--- src/rtl/spi_master.sv ---
// Command-driven SPI master: serializes a 10-bit opcode+payload word and, on read-data
// commands, waits RD_WAIT turnaround cycles before clocking eight MISO bits into rd_data.
//
// state | meaning
// IDLE  | SS_n high, waiting for start
// SETUP | SS_n low one cycle before the first command bit
// SHIFT | ten command bits on MOSI, MSB first
// WAIT  | slave turnaround before read data (read-data only)
// READ  | eight MISO samples, MSB first
// END   | SS_n high, done pulse
// GAP   | SS_n high for GAP_CYCLES before returning to IDLE
module spi_master #(
   parameter int GAP_CYCLES = 1,
   parameter int RD_WAIT    = 2
) (
   input  logic       CLK,
   input  logic       rst,
   input  logic       start,
   input  logic [9:0] cmd,
   output logic       busy,
   output logic       done,
   output logic [7:0] rd_data,
   output logic       SS_n,
   output logic       MOSI,
   input  logic       MISO
);

   typedef enum logic [2:0] {
      S_IDLE, S_SETUP, S_SHIFT, S_WAIT, S_READ, S_END, S_GAP
   } state_t;

   localparam logic [3:0] WAIT_LOAD = 4'(RD_WAIT - 1);
   localparam logic [3:0] GAP_LOAD  = 4'(GAP_CYCLES - 1);

   state_t     state, state_nxt;
   logic [3:0] cnt, cnt_nxt;
   logic [9:0] cmd_q, cmd_nxt;
   logic [7:0] shreg;
   logic       ss_nxt, mosi_nxt, busy_nxt, done_nxt;

   // Outputs are computed from the next state so SS_n/MOSI leave flops aligned with the state.
   always_ff @(posedge CLK) begin
      if (rst) begin
         state   <= S_IDLE;
         cnt     <= 4'd0;
         cmd_q   <= 10'd0;
         shreg   <= 8'd0;
         rd_data <= 8'd0;
         SS_n    <= 1'b1;
         MOSI    <= 1'b0;
         busy    <= 1'b0;
         done    <= 1'b0;
      end else begin
         state <= state_nxt;
         cnt   <= cnt_nxt;
         cmd_q <= cmd_nxt;
         SS_n  <= ss_nxt;
         MOSI  <= mosi_nxt;
         busy  <= busy_nxt;
         done  <= done_nxt;
         if (state == S_READ) begin
            shreg <= {shreg[6:0], MISO};
         end
         if (state == S_READ && state_nxt == S_END) begin
            rd_data <= {shreg[6:0], MISO};
         end
      end
   end

   always_comb begin
      state_nxt = state;
      cnt_nxt   = cnt;
      cmd_nxt   = cmd_q;
      unique case (state)
         S_IDLE: begin
            if (start) begin
               state_nxt = S_SETUP;
               cmd_nxt   = cmd;
               cnt_nxt   = 4'd0;
            end
         end
         S_SETUP: begin
            state_nxt = S_SHIFT;
            cnt_nxt   = 4'd9;
         end
         S_SHIFT: begin
            if (cnt != 4'd0) begin
               cnt_nxt = cnt - 4'd1;
            end else if (cmd_q[9:8] == 2'b11) begin
               if (RD_WAIT > 0) begin
                  state_nxt = S_WAIT;
                  cnt_nxt   = WAIT_LOAD;
               end else begin
                  state_nxt = S_READ;
                  cnt_nxt   = 4'd7;
               end
            end else begin
               state_nxt = S_END;
            end
         end
         S_WAIT: begin
            if (cnt != 4'd0) begin
               cnt_nxt = cnt - 4'd1;
            end else begin
               state_nxt = S_READ;
               cnt_nxt   = 4'd7;
            end
         end
         S_READ: begin
            if (cnt != 4'd0) begin
               cnt_nxt = cnt - 4'd1;
            end else begin
               state_nxt = S_END;
            end
         end
         S_END: begin
            state_nxt = S_GAP;
            cnt_nxt   = GAP_LOAD;
         end
         S_GAP: begin
            if (cnt != 4'd0) begin
               cnt_nxt = cnt - 4'd1;
            end else begin
               state_nxt = S_IDLE;
            end
         end
         default: begin
            state_nxt = S_IDLE;
            cnt_nxt   = 4'd0;
         end
      endcase
   end

   always_comb begin
      ss_nxt   = 1'b1;
      mosi_nxt = 1'b0;
      busy_nxt = (state_nxt != S_IDLE);
      done_nxt = (state_nxt == S_END);
      case (state_nxt)
         S_SETUP, S_SHIFT, S_WAIT, S_READ: ss_nxt = 1'b0;
         default: ss_nxt = 1'b1;
      endcase
      if (state_nxt == S_SHIFT) begin
         mosi_nxt = cmd_nxt[cnt_nxt];
      end
   end

endmodule
--- config.mk ---
export PLATFORM = sky130hd
export DESIGN_NAME = spi_master
export DESIGN_NICKNAME = d
export VERILOG_FILES = /design/src/rtl/spi_master.sv
export SDC_FILE = /design/constraint.sdc
export NUM_CORES = 1
export LEC_CHECK = 0
export ABC_AREA = 1
export BUFFER_PORTS_ARGS = -buffer_cell sky130_fd_sc_hd__buf_2
export CAP_MARGIN = 10
export CORE_AREA = 2 2 67 69
export CTS_CLUSTER_DIAMETER = 30
export CTS_CLUSTER_SIZE = 25
export DETAILED_ROUTE_END_ITERATION = 16
export DIE_AREA = 0 0 69 71
export PLACE_DENSITY_LB_ADDON = 0.08
export SLEW_MARGIN = 20
export SYNTH_ARGS = -nofsm -noshare
export SYNTH_HDL_FRONTEND = slang
export SYNTH_SLANG_ARGS = --single-unit
--- constraint.sdc ---
create_clock -name CLK -period 5.4 [get_ports CLK]
set_input_delay 1.62 -clock CLK [delete_from_list [all_inputs] [get_ports CLK]]
set_output_delay 1.62 -clock CLK [all_outputs]
set_load 0.01 [all_outputs]
==> impl_results.md <==
- Status: complete, no violations
- Post-detailed-routing wire length: 3.66 mm
- IO Pins: 26
- DR DRC count: 0
- Pwr Density: 412 nW/µm²
- Synth Flop Type: dfxtp_1
- Critical path's top delay family: simple AND/OR/NAND/NOR gates
- Period minus WS final: 2.60 ns
- Clock power share: 23.5%
- Terminating pin of the worst hold path: rd_data[3]
- Final hold vios: 0
- Internal power: 517 µW
- Layout Nets: 277
- Reg2reg setup slack: 3.18 ns
- Max cap viols: 0
- R2R Path End: MOSI
- Worst hold margin: 0.463 ns
- Synth area leader: dfxtp_1
- CTS Root Cell: clkbuf_8
- Critical path class: in2reg
- Finished Cell Area: 2000 µm²
- CTS Hold Bufs: 0
- Avg Inst Size Synth: 7.49 µm²
- Hold depth: 2
- GRT Util Overall: 16.2%
- Vias per cell: 4.82
- Crit-path cells: buf_2 > nand3_2 > or2_2 > o21ai_0 > nand2_1 > nand3_1 > nand3_1 > nand3_2 > a21oi_2
- Rel. slew slack: 61.3%
- Min-Delay Path Class: reg2reg
- Critical Path Source Type: input port
- Leading cell type in the layout, fill and taps excluded: nand2_1
- Final Setup Violations: 0
- Worst-path clk slew: about 0.070 ns
- Max-slew violations: 0
- Area growth syn-to-layout: 13.5%
- Combinational fraction of design power: 35.9%
- First-pass DRT Iterations: 4
- I/O Buffers: 25
- Inserted Clock Buffers: 5
- Synth Register Bits: 36
- Ant diodes: 0
- Clock sink total: 36
- PostCTS Resize Cnt: 0
- Setup TNS: 0 ns
- Final core utilization: a little under half
- Cell Area, Synth: between 1500 and 2000 µm²
- DRT antenna net count: 0
- Placed instance area: 1910 µm²
- CTS tree: yes
- Clock buffer depth: 2
- Worst Setup End Kind: flop
- Worst-Margin Slew: 0.580 ns
- Post-synthesis sequential area ratio: 40.9%
- Sequential power share: 40.6%
- Peak VDD IR: 210 µV
- H-tree depth: 2
- Slowest stage delay, CP: 0.35 ns
- Initial detailed-routing violation count: 62
- Net Sw Power: 306 µW
- Worst-path fanout max: 14
- CP Buf/Inv Count: 1
- Ys async rst share: 0%
- Synth top area share: around two fifths
- Synth area leaders: dfxtp_1 (41%), nand2_1 (7.9%), nor2_1 (7.2%), inv_1 (5.8%), nand3_1 (5.4%)
- Setup Fix Bufs, Post-CTS: 0
- DP HPWL: 2.75 mm
- HP Start: rd_data[3]
- Non-Filler Instances: 314
- Worst skew pair latency: 0.29 ns
- Die area: 4900 µm²
- Worst R2R Path Depth: 12
- Yosys warnings: 0
- Worst R2R Start: cnt[0]
- Die width: 69 µm
- Syn Nets: 251
- Largest net degree at the start of global routing: 31
- Worst EP arrival: approximately 2.8 ns
- Unrepaired setup endpoints after global routing: false
- Number of global-route vias before repair: 1382
- Fin crit share: between 40% and 50%
- Achievable Freq: 384 MHz
- GPL Wtd Cong: 0.794
- Gr ovfl total: 0
- Starting Density: around two fifths
- Gate Count Post-Synth: 235
- First-pass GRT wire length: 6.35 mm
- Vias after detailed routing: 1514
- Clock Skews: 0.00394 ns
- Crit path required time: roughly 5.6 ns
- Max stage delay cell, worst path: or2_2
- Layout cell share with drive strength beyond 1: 23.7%
- DP Cell Count: 306
- Initial antenna violation count: 0
- Library cells used by synthesis: 37
- Post-synth EDFFs: 0
- Switching Fraction: 37.2%
- Standard-cell rows: 24
- Leak: 0.000907 µW
- Die H: between 70 and 80 µm
- Most frequent cells in the layout: nand2_1 (37), dfxtp_1 (36), nor2_1 (34)
- Core footprint: between 4000 and 5000 µm²
- Routed wire length per instance: approximately 12 µm
[stage by stage]
| stage | power, µW | setup WS, ns |
|---|---|---|
| floorplan | 575 | 2.85 |
| global placement | 639 | 2.50 |
| detailed placement | 637 | 2.49 |
| CTS | 833 | 2.80 |
| global route | 892 | 2.64 |
| finish | 823 | 2.80 |
[sequential cells by signal (all words and copies together) (netlist names)]
register  count
busy          1
cmd_q        10
SS_n          1
state         3
MOSI          1
cnt           4
shreg         7
done          1
rd_data       8
[cells in the mapped netlist (2+ instances only)]
library cell	n
a211oi_1	4
a211oi_2	2
a21oi_1	11
a22oi_1	2
buf_6	2
clkbuf_1	2
dfxtp_1	36
ha_1	2
inv_1	27
inv_2	5
nand2_1	37
nand2_2	2
nand3_1	19
nand3_2	4
nor2_1	34
nor2_2	5
nor2_4	2
nor3_1	3
o21ai_0	13
o21ai_2	2
o21bai_1	2
or2_2	4
[per-layer routing]
metal	GRT usage [%]	up-vias	part of all wire [%]
met5	0	-	0
met1	20.9	680	50
li1	-	807	-
met2	25.2	22	44
met3	4.70	5	4.2
met4	7.41	0	1.9
[worst register-to-register path, stage by stage (launching register included)]
cell and delay, ns:
dfxtp_1 0.41, inv_1 0.09, ha_1 0.26, nand2_2 0.18
ha_1 0.26, nand3_1 0.10, nand3_1 0.09, nor2_1 0.26
nand3_1 0.14, nand3_1 0.11, nand3_1 0.09, nand3_2 0.08
a21oi_2 0.04
[power by group through the flow]
stage / clock (µW) / sequential, µW / combinational [µW]
6_report: 193 / 334 / 296
5_1_grt: 214 / 340 / 339
4_1_cts: 199 / 335 / 299
3_5_place_dp: 0 / 340 / 297
3_3_place_gp: 0 / 341 / 299
2_1_floorplan: 0 / 337 / 238
[how the worst max path moves through the flow]
stage / startpoint / endpoint / cells past startpoint
final: start / MOSI / 9
after CTS: start / MOSI / 9
after global routing: start / MOSI / 9
after global placement: start / MOSI / 9
after floorplan: start / MOSI / 9
after detailed placement: start / MOSI / 9
[cells by family after synthesis]
group / Yosys count / synth area share [%]
AND/OR/NAND/NOR: 116 / 32.0
AO/OA/AOI/OAI: 42 / 15.8
buffers and inverters: 38 / 9.24
flip-flops: 36 / 40.9
adder cells (fa/ha/maj): 2 / 1.42
multiplexers: 1 / 0.569
[cell type report]
class / count / area [µm²]
multi-input combinational: 161 / 877
inverter: 32 / 120
timing repair buffer: 25 / 125
clock buffer: 8 / 90.1
fill: 450 / 2210
tap: 52 / 65.1
sequential: 36 / 721
No activity file was read; power rests on OpenSTA's default activity.
